## src/rtl/mask_stream_loader.sv

```systemverilog
// Fetches NUM_BEATS consecutive words over Avalon-MM with pipelined reads into a shadow
// buffer, then commits them to mask in one cycle. A watchdog aborts stalled loads.
module mask_stream_loader #(
    parameter int unsigned DATA_W    = 128,
    parameter int unsigned ADDR_W    = 26,
    parameter int unsigned NUM_BEATS = 9,
    parameter int unsigned MAX_OUT   = 4,
    parameter int unsigned TIMEOUT   = 1024
) (
    input  logic                          iCLK,
    input  logic                          reset,
    input  logic                          load_ddr,
    input  logic [ADDR_W-1:0]             start_address,
    output logic                          ready,
    output logic                          done,
    output logic                          error,
    output logic [NUM_BEATS*DATA_W-1:0]   mask,
    output logic [ADDR_W-1:0]             avl_address,
    output logic                          avl_read,
    output logic                          avl_burstbegin,
    output logic                          avl_write,
    output logic [DATA_W-1:0]             avl_writedata,
    input  logic                          avl_wait_request_n,
    input  logic [DATA_W-1:0]             avl_readdata,
    input  logic                          avl_readdatavalid
);

    localparam int unsigned CNT_W  = $clog2(NUM_BEATS + 1);
    localparam int unsigned OUT_W  = $clog2(MAX_OUT + 1);
    localparam int unsigned WDOG_W = $clog2(TIMEOUT);
    localparam int unsigned MASK_W = NUM_BEATS * DATA_W;

    localparam logic [1:0] StIdle   = 2'd0;
    localparam logic [1:0] StRun    = 2'd1;
    localparam logic [1:0] StCommit = 2'd2;

    localparam logic [CNT_W-1:0]  BeatsC    = CNT_W'(NUM_BEATS);
    localparam logic [CNT_W-1:0]  LastBeatC = CNT_W'(NUM_BEATS - 1);
    localparam logic [OUT_W-1:0]  MaxOutC   = OUT_W'(MAX_OUT);
    localparam logic [WDOG_W-1:0] WdogLastC = WDOG_W'(TIMEOUT - 1);

    logic [1:0]         r_state;
    logic [ADDR_W-1:0]  r_base;
    logic [CNT_W-1:0]   r_issue_cnt;
    logic [CNT_W-1:0]   r_resp_cnt;
    logic [OUT_W-1:0]   r_out_cnt;
    logic [WDOG_W-1:0]  r_wdog;
    logic               r_done;
    logic               r_error;
    logic [MASK_W-1:0]  r_mask;
    logic [MASK_W-1:0]  r_shadow;

    logic w_run;
    logic w_read;
    logic w_accept;
    logic w_beat;
    logic w_last_beat;
    logic w_timeout;

    always_comb begin
        w_run       = (r_state == StRun);
        w_read      = w_run && (r_issue_cnt < BeatsC) && (r_out_cnt < MaxOutC);
        w_accept    = w_read && avl_wait_request_n;
        // Beats outside RUN (late returns after abort or reset) are dropped here.
        w_beat      = w_run && avl_readdatavalid;
        w_last_beat = w_beat && (r_resp_cnt == LastBeatC);
        w_timeout   = w_run && !w_accept && !w_beat && (r_wdog == WdogLastC);
    end

    always_ff @(posedge iCLK) begin
        if (reset) begin
            r_state     <= StIdle;
            r_base      <= '0;
            r_issue_cnt <= '0;
            r_resp_cnt  <= '0;
            r_out_cnt   <= '0;
            r_wdog      <= '0;
            r_done      <= 1'b0;
            r_error     <= 1'b0;
            r_mask      <= '0;
            r_shadow    <= '0;
        end else begin
            r_done <= 1'b0;
            unique case (r_state)
                StIdle: begin
                    if (load_ddr) begin
                        r_base      <= start_address;
                        r_issue_cnt <= '0;
                        r_resp_cnt  <= '0;
                        r_out_cnt   <= '0;
                        r_wdog      <= '0;
                        r_error     <= 1'b0;
                        r_state     <= StRun;
                    end
                end
                StRun: begin
                    if (w_accept) begin
                        r_issue_cnt <= r_issue_cnt + CNT_W'(1);
                    end
                    unique case ({w_accept, w_beat})
                        2'b10:   r_out_cnt <= r_out_cnt + OUT_W'(1);
                        2'b01:   r_out_cnt <= r_out_cnt - OUT_W'(1);
                        default: r_out_cnt <= r_out_cnt;
                    endcase
                    if (w_beat) begin
                        r_resp_cnt <= r_resp_cnt + CNT_W'(1);
                    end
                    for (int unsigned k = 0; k < NUM_BEATS; k++) begin
                        if (w_beat && (r_resp_cnt == CNT_W'(k))) begin
                            r_shadow[k*DATA_W +: DATA_W] <= avl_readdata;
                        end
                    end
                    if (w_accept || w_beat) begin
                        r_wdog <= '0;
                    end else if (!w_timeout) begin
                        r_wdog <= r_wdog + WDOG_W'(1);
                    end
                    if (w_last_beat) begin
                        r_state <= StCommit;
                    end else if (w_timeout) begin
                        r_error <= 1'b1;
                        r_state <= StIdle;
                    end
                end
                StCommit: begin
                    r_mask  <= r_shadow;
                    r_done  <= 1'b1;
                    r_state <= StIdle;
                end
                default: r_state <= StIdle;
            endcase
        end
    end

    assign ready          = (r_state == StIdle);
    assign done           = r_done;
    assign error          = r_error;
    assign mask           = r_mask;
    assign avl_read       = w_read;
    assign avl_address    = r_base + ADDR_W'(r_issue_cnt);
    assign avl_write      = 1'b0;
    assign avl_writedata  = '0;
    assign avl_burstbegin = avl_read || avl_write;

endmodule

```

## config.mk

```make
export PLATFORM = sky130hd
export DESIGN_NAME = mask_stream_loader
export DESIGN_NICKNAME = d
export VERILOG_FILES = /design/src/rtl/mask_stream_loader.sv
export SDC_FILE = /design/constraint.sdc
export NUM_CORES = 2
export LEC_CHECK = 0
export CAP_MARGIN = 0
export CELL_PAD_IN_SITES_DETAIL_PLACEMENT = 0
export CELL_PAD_IN_SITES_GLOBAL_PLACEMENT = 1
export CORE_AREA = 2 2 571 573
export DETAILED_ROUTE_END_ITERATION = 6
export DIE_AREA = 0 0 573 575
export PLACE_DENSITY = 0.6
export SLEW_MARGIN = 20
export SYNTH_ARGS = -nofsm -noshare
export SYNTH_HDL_FRONTEND = slang
export SYNTH_SLANG_ARGS = --single-unit
```

## constraint.sdc

```tcl
create_clock -name iCLK -period 5.89 [get_ports iCLK]
set_clock_uncertainty 0.15 [all_clocks]
set_input_delay 0.8835 -clock iCLK [delete_from_list [all_inputs] [get_ports iCLK]]
set_output_delay 0.8835 -clock iCLK [all_outputs]
set_load 0.03 [all_outputs]
```

**Word-level counts from Yosys, hierarchy flattened**

Index checks and enable logic that the tools add are counted.

- Register bits: 2355

- Reduce and logical (&&, ||, !) cells: 38
- Eq/ne operators: 21
- Add/sub/neg operators: 6
- Magnitude comparators: 2
- Multiplexer cells: 21

Operators with widths:

| operator | number |
|---|---|
| $mux W10 | 3 |
| $add A26 B4 Y26 | 1 |
| $reduce_and A2 Y1 | 11 |
| $pmux W10 S2 | 1 |
| $eq A4 B3 Y1 const B | 4 |
| $logic_and A1 B1 Y1 | 16 |
| $pmux W4 S2 | 2 |
| $mux W4 | 3 |
| $pmux W3 S2 | 2 |
| $reduce_and A3 Y1 | 4 |
| $add A10 B1 Y10 const B | 1 |
| $eq A10 B10 Y1 const B | 1 |
| $add A4 B1 Y4 const B | 2 |
| $eq A4 B2 Y1 const B | 2 |
| $mux W2 | 3 |
| $ne A2 B1 Y1 const B | 3 |
| $ne A3 B1 Y1 const B | 2 |
| $eq A2 B1 Y1 const B | 2 |
| $eq A2 B2 Y1 const B | 2 |
| $eq A4 B1 Y1 const B | 1 |
| $eq A4 B4 Y1 const B | 1 |
| $logic_not A4 Y1 | 1 |
| $lt A4 B4 Y1 const B | 1 |
| $mux W1 | 4 |
| 13 further kinds | 15 |

**Depth between registers and ports, before layout**

- Depth after elaboration: 11
- Depth in mapped cells: 10

**Worst setup path after synthesis**

Ideal clock, no wire load.

- Path kind: reg2out
- Start point: register r_issue_cnt[0]
- End point: output avl_address[22]
- Data arrival time: 2209 ps
- Stages on the path, launching flop included: 9
- Buffers on the path: 0
- Setup slack: 2647 ps
- Cells stage by stage: dfxtp_1 > ha_1 > inv_1 > fa_1 > nor2b_1 > o31a_1 > nand2_1 > nor3_1 > xor2_1

- Word-level cells in the longest chain between the ends: 1

RTL lines:

| what | line | source |
|---|---|---|
| start: declaration | 44 | `logic [CNT_W-1:0] r_issue_cnt;` |
| start signal: assignment | 98 | `r_issue_cnt <= r_issue_cnt + CNT_W'(1);` |
| $add A26 B4 Y26 | 140 | `assign avl_address = r_base + ADDR_W'(r_issue_cnt);` |
| end: declaration | 18 | `output logic [ADDR_W-1:0] avl_address,` |

No other way between the ends.

**Worst setup path after layout**

- Start point: register r_issue_cnt[0]
- End point: output avl_address[20]

The elaborated chain is that of the path after synthesis.

==> summary.txt <==
Clock tree
  • Cts hold-fix bufs: 0
  • Resized cells post-CTS: 0
  • Clk pin slew, worst setup/hold paths: 0.06 ns
  • Clock Latency Late Sink: 0.89 ns
  • Root Driver: clkbuf_16
  • Num CTS Buffers: 277
  • Clk sinks: 2355
  • Post-CTS setup buffers: 0
  • H-tree Lvls: 5
  • Clock Tree Buf Depth: 4
  • CTS tree: built

Min path
  • Min-delay worst type: flip-flop to flip-flop
  • Hold depth: 2

Worst setup path
  • Crit-path max FO: 7
  • Reg2Reg Depth: 6
  • CP Capture Point: avl_address[20]
  • Worst r2r src: r_state[0]$_SDFFE_PP0P_
  • Setup CP Type: flip-flop to output port
  • Crit start category: flip-flop
  • Worst path cell trace: ha_1 > inv_1 > fa_1 > nor2b_1 > o31a_1 > nand2_1 > nor2_1 > xor2_1 > clkdlybuf4s50_1
  • Crit path max-delay cell type: clkdlybuf4s50_1
  • Worst path max stage delay: around 0.75 ns
  • Critical R2R Capture: r_shadow[614]$_SDFFE_PP0P_
  • Crit path from: r_issue_cnt[0]$_SDFFE_PP0P_
  • Worst Path Arrival: 3.93 ns
  • Critical Path End Type: output port
  • Flop-to-flop setup slack: 2.54 ns
  • WP data required: 4.86 ns

Yosys
  • Share of flip-flops with an asynchronous set or reset: 0
  • Synth area leader: dfxtp_1
  • Ranking of synthesized cells by area: dfxtp_1 (57%), nand2_1 (21%), a21oi_1 (14%), clkbuf_1 (3.3%), buf_4 (1.2%)
  • Synth cell types: 48
  • Most used flip-flop cell after synthesis: dfxtp_1
  • Post-synth EDFFs: 0
  • Synthesized area: around 82000 um^2
  • Ys Warns: 0
  • Mean Syn Cell Area: 7.76 um^2
  • Post-synth top area share: 0.572
  • Cells after Synth: 10.6k
  • Yosys reg bits: 2355
  • Post-synthesis sequential area ratio: 0.572

Job
  • Max capacitance violation total: 0

STA
  • Max Slew Vio Count: 0
  • RSZ-0062 raised after global routing: no
  • Endpoints failing hold: 0
  • Final min period: 4.96 ns
  • Period utilization: 0.842
  • Worst slew margin: 0.223
  • Max Clk Rate: just over 0.2 GHz
  • TNS Setup: 0 ns
  • Worst-Margin Slew: 1.17 ns
  • # setup viols final: 0

Global routing
  • GRT Resource Usage Total: 0.201
  • First-pass GRT wire length: 494000 um
  • Vias in the first global route: 68.7k
  • Initial antenna violation count: 11
  • GRT Residual Overflow: 0
  • Largest net degree at the start of global routing: 200

Die
  • Core ar.: 323000 um^2
  • DIE WIDTH: 573 um
  • Row count: 209
  • Die Y: between 500 and 600 um
  • Die area: 329000 um^2
  • I/O pins: 1471
  • Initial Util: 0.255

Route
  • Via count: about 74k
  • Vias/cell: 4.61
  • DRC viols: 0
  • DRT Pass-1 Iters: 6
  • Routed Antenna Nets: 0
  • DR iter-0 viols: 5780
  • WL final: 348000 um
  • Routed length per instance: 21.8 um

Status
  • Outcome: complete, no violations

Place
  • Final GP Congestion: 0.795
  • Placed cells: ~15k
  • Post-DP HPWL: 225000 um
  • Port bufs: between 1k and 1.5k

Pwr
  • Maximum VDD drop: 0.188 mV
  • Pwr Density: 318 nW/um^2
  • Leakage Power: 34.5 nW

Layout
  • Most common cell after layout, fill and taps aside: nand2_1
  • Nets: 11.6k
  • Syn-to-layout area delta: 31.1%
  • Most frequent cells in the layout: nand2_1 (4684), dfxtp_1 (2355), a21oi_1 (2341)
  • Non-filler cells, final: 16.0k
  • Layout cells sized above 1: 0.0494
==> cells in the mapped netlist, drive strengths merged (9+ instances only) <==
| cell type | count |
|---|---|
| nand2 | 4692 |
| dfxtp | 2355 |
| a21oi | 2341 |
| clkbuf | 727 |
| buf | 310 |
| nor2 | 25 |
| xnor2 | 18 |
| nand3 | 12 |
| and2 | 11 |
| ha | 11 |
| inv | 11 |
| nand4 | 11 |
| xor2 | 11 |
| nor3 | 9 |
==> metal layers <==
layer,part of all wire,up-vias,GRT usage,wire [um]
met4,0.037,4,0.0723,13000
met3,0.075,457,0.0510,26300
met1,0.43,35379,0.261,151000
li1,-,35326,-,-
met5,0.000086,-,0,30
met2,0.45,2418,0.321,158000
==> critical path: cells and delay by family, from the launching register on <==
family / cells / cell delay, ns
xor+xnor: 1 / 0.35
simple gates: 3 / 0.56
flops: 1 / 0.42
compound gates: 1 / 0.32
buf+inv: 2 / 0.82
fa+ha+maj: 2 / 0.62
==> through the flow <==
| stage | util | hold WS [ns] | setup WS (ns) | total power, mW | area [um^2] |
|---|---|---|---|---|---|
| 2_1_floorplan | - | 0.280 | 2.65 | 17.0 | 82800 |
| 3_3_place_gp | 0.306 | 0.286 | 1.59 | 17.4 | 98800 |
| 5_1_grt | 0.334 | 0.286 | 0.705 | 35.5 | 108000 |
| 3_5_place_dp | 0.306 | 0.292 | 1.68 | 17.4 | 98800 |
| 4_1_cts | 0.334 | 0.276 | 0.794 | 34.8 | 108000 |
| 6_report | 0.334 | 0.267 | 0.929 | 34.4 | 108000 |
==> final cells by class <==
cell class | count | area, um^2
multi-input cells | 7333 | 31200
clock inverters | 70 | 827
fillers | 34009 | 215000
diodes | 4 | 10.0
repair buffers | 1470 | 15100
flip-flops and latches | 2355 | 47100
well taps | 4325 | 5410
clock buffers | 411 | 8240
inverters | 11 | 41.3
==> how the worst min path moves through the flow <==
stage,startpoint,end
3_3_place_gp,r_shadow[613]$_SDFFE_PP0P_,mask[613]$_SDFFE_PP0P_
6_report,r_shadow[417]$_SDFFE_PP0P_,mask[417]$_SDFFE_PP0P_
4_1_cts,r_shadow[287]$_SDFFE_PP0P_,mask[287]$_SDFFE_PP0P_
5_1_grt,r_shadow[287]$_SDFFE_PP0P_,mask[287]$_SDFFE_PP0P_
3_5_place_dp,r_shadow[118]$_SDFFE_PP0P_,mask[118]$_SDFFE_PP0P_
2_1_floorplan,r_wdog[9]$_SDFFE_PP0P_,r_wdog[9]$_SDFFE_PP0P_
==> kinds of logic after synthesis <==
family,after synthesis,synth area share
simple gates,4788,0.221
compound gates,2372,0.145
flops,2355,0.572
buf+inv,1048,0.0563
xor+xnor,29,0.00308
fa+ha+maj,13,0.00216
mux,2,0.000243
other cells,1,0.0000455
==> where the power goes <==
group	total, mW	switching, mW	internal (mW)
Clock	17.3	7.05	10.2
Combinational	1.05	0.830	0.215
Sequential	16.0	0.0388	16.0
==> sequential cells by signal, indices dropped and copies added (netlist names) <==
signal       cells
r_wdog          10
r_out_cnt        3
done             1
mask          1152
r_base          26
r_issue_cnt      4
r_state          2
r_shadow      1152
r_resp_cnt       4
error            1
No activity file was read; power rests on OpenSTA's default activity.
